$ cat src/rtl/morph_filter.sv
// 3x3 binary erosion/dilation over a raster-fetched binarized map.
// Two line buffers feed a sliding window; edge neighbours are masked by coordinate.
module morph_filter #(
  parameter int WIDTH  = 256,
  parameter int HEIGHT = 256,
  parameter int ADDR_W = 16
) (
  input  logic              morph_clk,
  input  logic              morph_rst_n,
  input  logic              morph_ctrl,
  input  logic              mode,
  output logic [ADDR_W-1:0] pixel_address,
  input  logic              bin_data,
  output logic              out_valid,
  output logic              out_data,
  output logic [ADDR_W-1:0] out_address,
  output logic              busy,
  output logic              done,
  output logic [1:0]        condition_led
);
  localparam int CW = ADDR_W + 1;
  localparam int LW = $clog2(WIDTH);
  localparam logic [CW-1:0]     K_FETCH_END = CW'(WIDTH*HEIGHT - 1);
  localparam logic [CW-1:0]     K_FLUSH_END = CW'(WIDTH*HEIGHT + WIDTH);
  localparam logic [CW-1:0]     K_OUT_START = CW'(WIDTH + 1);
  localparam logic [CW-1:0]     P_ROW1      = CW'(WIDTH);
  localparam logic [CW-1:0]     P_LAST_ROW  = CW'((HEIGHT-1)*WIDTH);
  localparam logic [CW-1:0]     K_ONE       = CW'(1);
  localparam logic [ADDR_W-1:0] A_ONE       = ADDR_W'(1);

  typedef enum logic [1:0] {S_IDLE, S_FETCH, S_FLUSH, S_DONE} state_t;

  state_t            r_state;
  logic [CW-1:0]     r_k;
  logic              r_mode, r_busy, r_done, r_sticky;
  logic [WIDTH-1:0]  r_lb0, r_lb1;
  logic [2:0]        r_c1, r_c2;  // window columns x and x-1, {top, mid, bot}
  logic              r_out_valid, r_out_data;
  logic [ADDR_W-1:0] r_out_addr, r_pix_addr;

  logic          w_px, w_lb0, w_lb1, w_res;
  logic          w_top_ok, w_bot_ok, w_lft_ok, w_rgt_ok;
  logic [LW-1:0] w_col, w_x;
  logic [CW-1:0] w_p;
  logic [2:0]    w_c0, w_rmask;
  logic [8:0]    w_win, w_mask;

  // Newest column is combinational: pixel k with the two pixels one and two rows above.
  assign w_px  = (r_state == S_FETCH) & bin_data;
  assign w_col = r_k[LW-1:0];
  assign w_lb1 = r_lb1[w_col];
  assign w_lb0 = r_lb0[w_col];
  assign w_c0  = {w_lb0, w_lb1, w_px};

  // Window centre sits WIDTH+1 pixels behind the fetch point.
  assign w_p      = r_k - K_OUT_START;
  assign w_x      = w_p[LW-1:0];
  assign w_top_ok = (w_p >= P_ROW1);
  assign w_bot_ok = (w_p < P_LAST_ROW);
  assign w_lft_ok = (w_x != '0);
  assign w_rgt_ok = (w_x != '1);
  assign w_rmask  = {w_top_ok, 1'b1, w_bot_ok};
  assign w_win    = {r_c2, r_c1, w_c0};
  assign w_mask   = {w_rmask & {3{w_lft_ok}}, w_rmask, w_rmask & {3{w_rgt_ok}}};
  assign w_res    = r_mode ? |(w_win & w_mask) : &(w_win | ~w_mask);

  always_ff @(posedge morph_clk or negedge morph_rst_n) begin
    if (!morph_rst_n) begin
      r_state     <= S_IDLE;
      r_k         <= '0;
      r_mode      <= 1'b0;
      r_busy      <= 1'b0;
      r_done      <= 1'b0;
      r_sticky    <= 1'b0;
      r_lb0       <= '0;
      r_lb1       <= '0;
      r_c1        <= '0;
      r_c2        <= '0;
      r_out_valid <= 1'b0;
      r_out_data  <= 1'b0;
      r_out_addr  <= '0;
      r_pix_addr  <= '0;
    end else begin
      r_out_valid <= 1'b0;
      r_done      <= 1'b0;
      case (r_state)
        S_IDLE: begin
          if (morph_ctrl) begin
            r_mode     <= mode;
            r_k        <= '0;
            r_sticky   <= 1'b0;
            r_pix_addr <= '0;
            r_busy     <= 1'b1;
            r_state    <= S_FETCH;
          end
        end
        S_FETCH, S_FLUSH: begin
          r_lb1[w_col] <= w_px;
          r_lb0[w_col] <= w_lb1;
          r_c2         <= r_c1;
          r_c1         <= w_c0;
          r_k          <= r_k + K_ONE;
          if (r_k >= K_OUT_START) begin
            r_out_valid <= 1'b1;
            r_out_data  <= w_res;
            r_out_addr  <= w_p[ADDR_W-1:0];
          end
          if (r_state == S_FETCH) begin
            if (r_k == K_FETCH_END) begin
              r_pix_addr <= '0;
              r_state    <= S_FLUSH;
            end else begin
              r_pix_addr <= r_k[ADDR_W-1:0] + A_ONE;
            end
          end else if (r_k == K_FLUSH_END) begin
            r_busy  <= 1'b0;
            r_state <= S_DONE;
          end
        end
        S_DONE: begin
          r_done   <= 1'b1;
          r_sticky <= 1'b1;
          r_state  <= S_IDLE;
        end
        default: r_state <= S_IDLE;
      endcase
    end
  end

  assign pixel_address = r_pix_addr;
  assign out_valid     = r_out_valid;
  assign out_data      = r_out_data;
  assign out_address   = r_out_addr;
  assign busy          = r_busy;
  assign done          = r_done;
  assign condition_led = {r_sticky, r_busy};

endmodule
$ cat config.mk
export PLATFORM = sky130hd
export DESIGN_NAME = morph_filter
export DESIGN_NICKNAME = d
export VERILOG_FILES = /design/src/rtl/morph_filter.sv
export SDC_FILE = /design/constraint.sdc
export NUM_CORES = 1
export LEC_CHECK = 0
export CORE_AREA = 4 4 245 247
export DETAILED_ROUTE_END_ITERATION = 10
export DIE_AREA = 0 0 249 251
export DONT_BUFFER_PORTS = 1
export PLACE_DENSITY = 0.65
export RECOVER_POWER = 50
export SETUP_SLACK_MARGIN = 0.15
export SYNTH_ARGS = -nofsm -noshare
export SYNTH_HDL_FRONTEND = slang
export SYNTH_SLANG_ARGS = --single-unit
export TNS_END_PERCENT = 10
$ cat constraint.sdc
create_clock -name morph_clk -period 5.2 [get_ports morph_clk]
set_clock_uncertainty 0.2 [all_clocks]
set_input_delay 0.52 -clock morph_clk [delete_from_list [all_inputs] [get_ports morph_clk]]
set_output_delay 0.52 -clock morph_clk [all_outputs]
set_load 0.01 [all_outputs]
==> metrics.md <==
| Metric | Value |
|---|---|
| WHS | -0.587 ns |
| Sink Count | 575 |
| Ys flop type | dfrtp_1 |
| Drt first pass iters | 6 |
| Cell row count | 88 |
| Setup CP Type | register to register |
| Fin nets | 2,660 |
| Post-CTS sizing | 0 |
| Post-CTS Hold Buffers | 3 |
| CTS tree | built |
| DR vias | 20,400 |
| Clock Latency Late Sink | 0.64 ns |
| Port bufs | 0 |
| Pwr dens | 299 mW/mm² |
| Post-DRT Antenna Nets | 0 |
| Most common cell after layout, fill and taps aside | nand2_1 |
| Flops & latches, synth | 575 |
| Diodes inserted | 0 |
| Critical Path AT | 4.53 ns |
| Syn_nets | 2,714 |
| DP HPWL | 46,900 µm |
| Initial Util | 46.9% |
| Core area | 0.0576 mm² |
| # IOs | 43 |
| Share of layout cells above drive strength 1 | 10.7% |
| Area grow syn2layout | 10.3% |
| Yosys top cell area share | 53.3% |
| CP startpoint kind | register |
| First-pass GRT wire length | 120,000 µm |
| Number of enable flip-flop cells after synthesis | 0 |
| Post-CTS Setup Bufs | 0 |
| Violated checks | negative hold slack, max-slew violations |
| Setup TNS | 0 ns |
| Final worst path period share | 81.7% |
| WL per Instance | 22.1 µm |
| Post-Syn Instances | 2,699 |
| Die Area | 0.0625 mm² |
| Tmin final | 4.25 ns |
| Worst relative slew slack | -24.6% |
| Die Y | 251 µm |
| Top post-synthesis cells by area | dfrtp_1 (53%), nand2_1 (12%), o21ai_0 (10%) |
| Vias/cell | 5.92 |
| Worst-Margin Slew | 1.87 ns |
| Endpoint type of the worst setup path | register |
| Status | complete, but fails checks |
| Worst VDD drop | 0.000283 V |
| RSZ-0062 raised after global routing | no |
| Final Setup Violations | 0 |
| DRC violations left | 0 |
| Final weighted congestion in routability-driven placement | 0.868 |
| Commonest cells after routing, fill and taps aside | nand2_1 (847), dfrtp_1 (572), o21ai_0 (542) |
| Longest Clk Path Bufs | 3 |
| DRT Wirelength | 76,200 µm |
| H-tree levels | 2 |
| Total CTS buffers | 61 |
| Largest net degree at the start of global routing | 576 |
| Global route total overflow | 0 |
| Part of the Yosys area used for sequential elements | 53.3% |
| Total GRT Usage | 24.2% |
| Asr flop ratio synth | 100% |
| Die Width | 249 µm |
| Critical Path RT | 5.48 ns |
| Synth area leader | dfrtp_1 |
| Synth Area per Inst | 10.0 µm² |
| Crit-path max FO | 105 |
| Fin. max-slew vios | 390 |
| Hold WC Path Type | input pin to async pin |
| Vias in the first global route | 20,300 |
| Max cap viols | 0 |
| First-iteration detailed-routing DRC count | 1,734 |
| Cell variety after synth | 72 |
| Static leakage | 13.2 nW |
| Clk root buf | clkbuf_16 |
| Initial antenna violation count | 0 |
| F_max | 235 MHz |
| CTS clk-pin slew, worst paths | 0.06 ns |
| Final hold vios | 575 |
| Synthesis warning total | 0 |
| Mapped Area | 0.0270 mm² |
[critical path, cell delays in order, from the launching register on]
cell and delay [ns]:
dfrtp_4 1.00, buf_4 0.42, mux4_1 0.62, mux2i_1 0.18
o22ai_1 0.14, nor3_1 0.41, o2111a_1 0.31, or2_4 0.19
buf_12 0.36, o21ai_0 0.20
[routing by layer]
layer | wire, µm | GRT usage [%]
met4 | 2830 | 8.41
met5 | 0 | 0
met2 | 35100 | 38.5
met1 | 32700 | 33.9
met3 | 5660 | 4.48
[through the flow]
stage	setup slack [ns]	cell area (µm²)	total power [mW]	util [%]	std cells
6_report	0.950	29800	8.90	51.7	3456
5_1_grt	0.671	29800	9.15	51.7	3456
4_1_cts	0.962	29800	8.96	51.7	3456
3_5_place_dp	0.971	27700	4.56	48.2	3344
3_3_place_gp	1.00	27700	4.56	48.2	3344
2_1_floorplan	1.09	27000	4.56	-	2699
[cell families (layout without fill, tap and decap cells)]
family | after synthesis | count (layout) | synth area share, %
xor gates and xnor gates | 23 | 23 | 0.746
muxes | 200 | 200 | 13.2
adders and majority gates | 10 | 10 | 0.463
buffers and inverters | 205 | 197 | 3.60
AOI/OAI and AO/OA | 670 | 670 | 13.6
DFF | 575 | 575 | 53.3
and+or+nand+nor | 1016 | 1016 | 15.1
[report_power, final]
| part | leakage [nW] | total [mW] | switching [mW] | internal (mW) |
|---|---|---|---|---|
| clock network | 0.993 | 4.42 | 1.80 | 2.62 |
| logic | 5.53 | 0.00211 | 0.000690 | 0.00142 |
| registers | 6.70 | 4.48 | 0 | 4.48 |
[path summary, 6_finish.rpt]
path	start	endpoint	slack (ns)	depth (start not counted)
min in group morph_clk	r_lb1[252]	r_lb1[252]	0.27	2
setup reg to reg	r_k[0]	r_lb0[34]	0.95	9
max in group asynchronous	morph_rst_n	r_k[1]	3.69	0
setup / recovery	r_k[0]	r_lb0[34]	0.95	9
hold / removal	morph_rst_n	r_lb0[148]	-0.59	0
hold reg to reg	r_lb1[252]	r_lb1[252]	0.27	2
[registers in the layout, indices dropped and copies added, names as in the netlist]
name           flops
r_sticky           1
r_c1               3
r_state            2
r_lb1            256
pixel_address     16
r_mode             1
out_address       16
r_k               17
done               1
out_data           1
r_c2               3
busy               1
out_valid          1
r_lb0            256
[cells in the mapped netlist (5+ instances only)]
library cell / number
or2_2: 5
xor2_1: 6
mux2_2: 15
clkbuf_1: 126
nand4_1: 7
nor2_1: 59
o211ai_1: 7
nor2b_1: 5
a21o_1: 8
mux4_2: 84
or3_1: 5
buf_2: 25
and2_1: 6
nand2b_1: 11
mux2i_1: 71
nand3_1: 16
o22ai_1: 7
buf_4: 11
xnor2_1: 17
nand2_1: 848
inv_1: 24
buf_12: 5
a21oi_1: 17
nor3_1: 30
a211oi_1: 6
dfrtp_1: 575
o31ai_1: 19
o21ai_0: 543
ha_1: 10
buf_6: 5
a22oi_1: 14
a31oi_1: 10
mux4_1: 30
[area by class of cell]
cell class,instances,area [µm²]
Clock buffer,92,1810
Clock inverter,17,219
Fill cell,4969,27800
Inverter,29,109
Multi-Input combinational cell,1919,11700
Sequential cell,575,14400
Tap cell,765,957
Timing Repair Buffer,59,551
(Power assumes the default switching activity.)
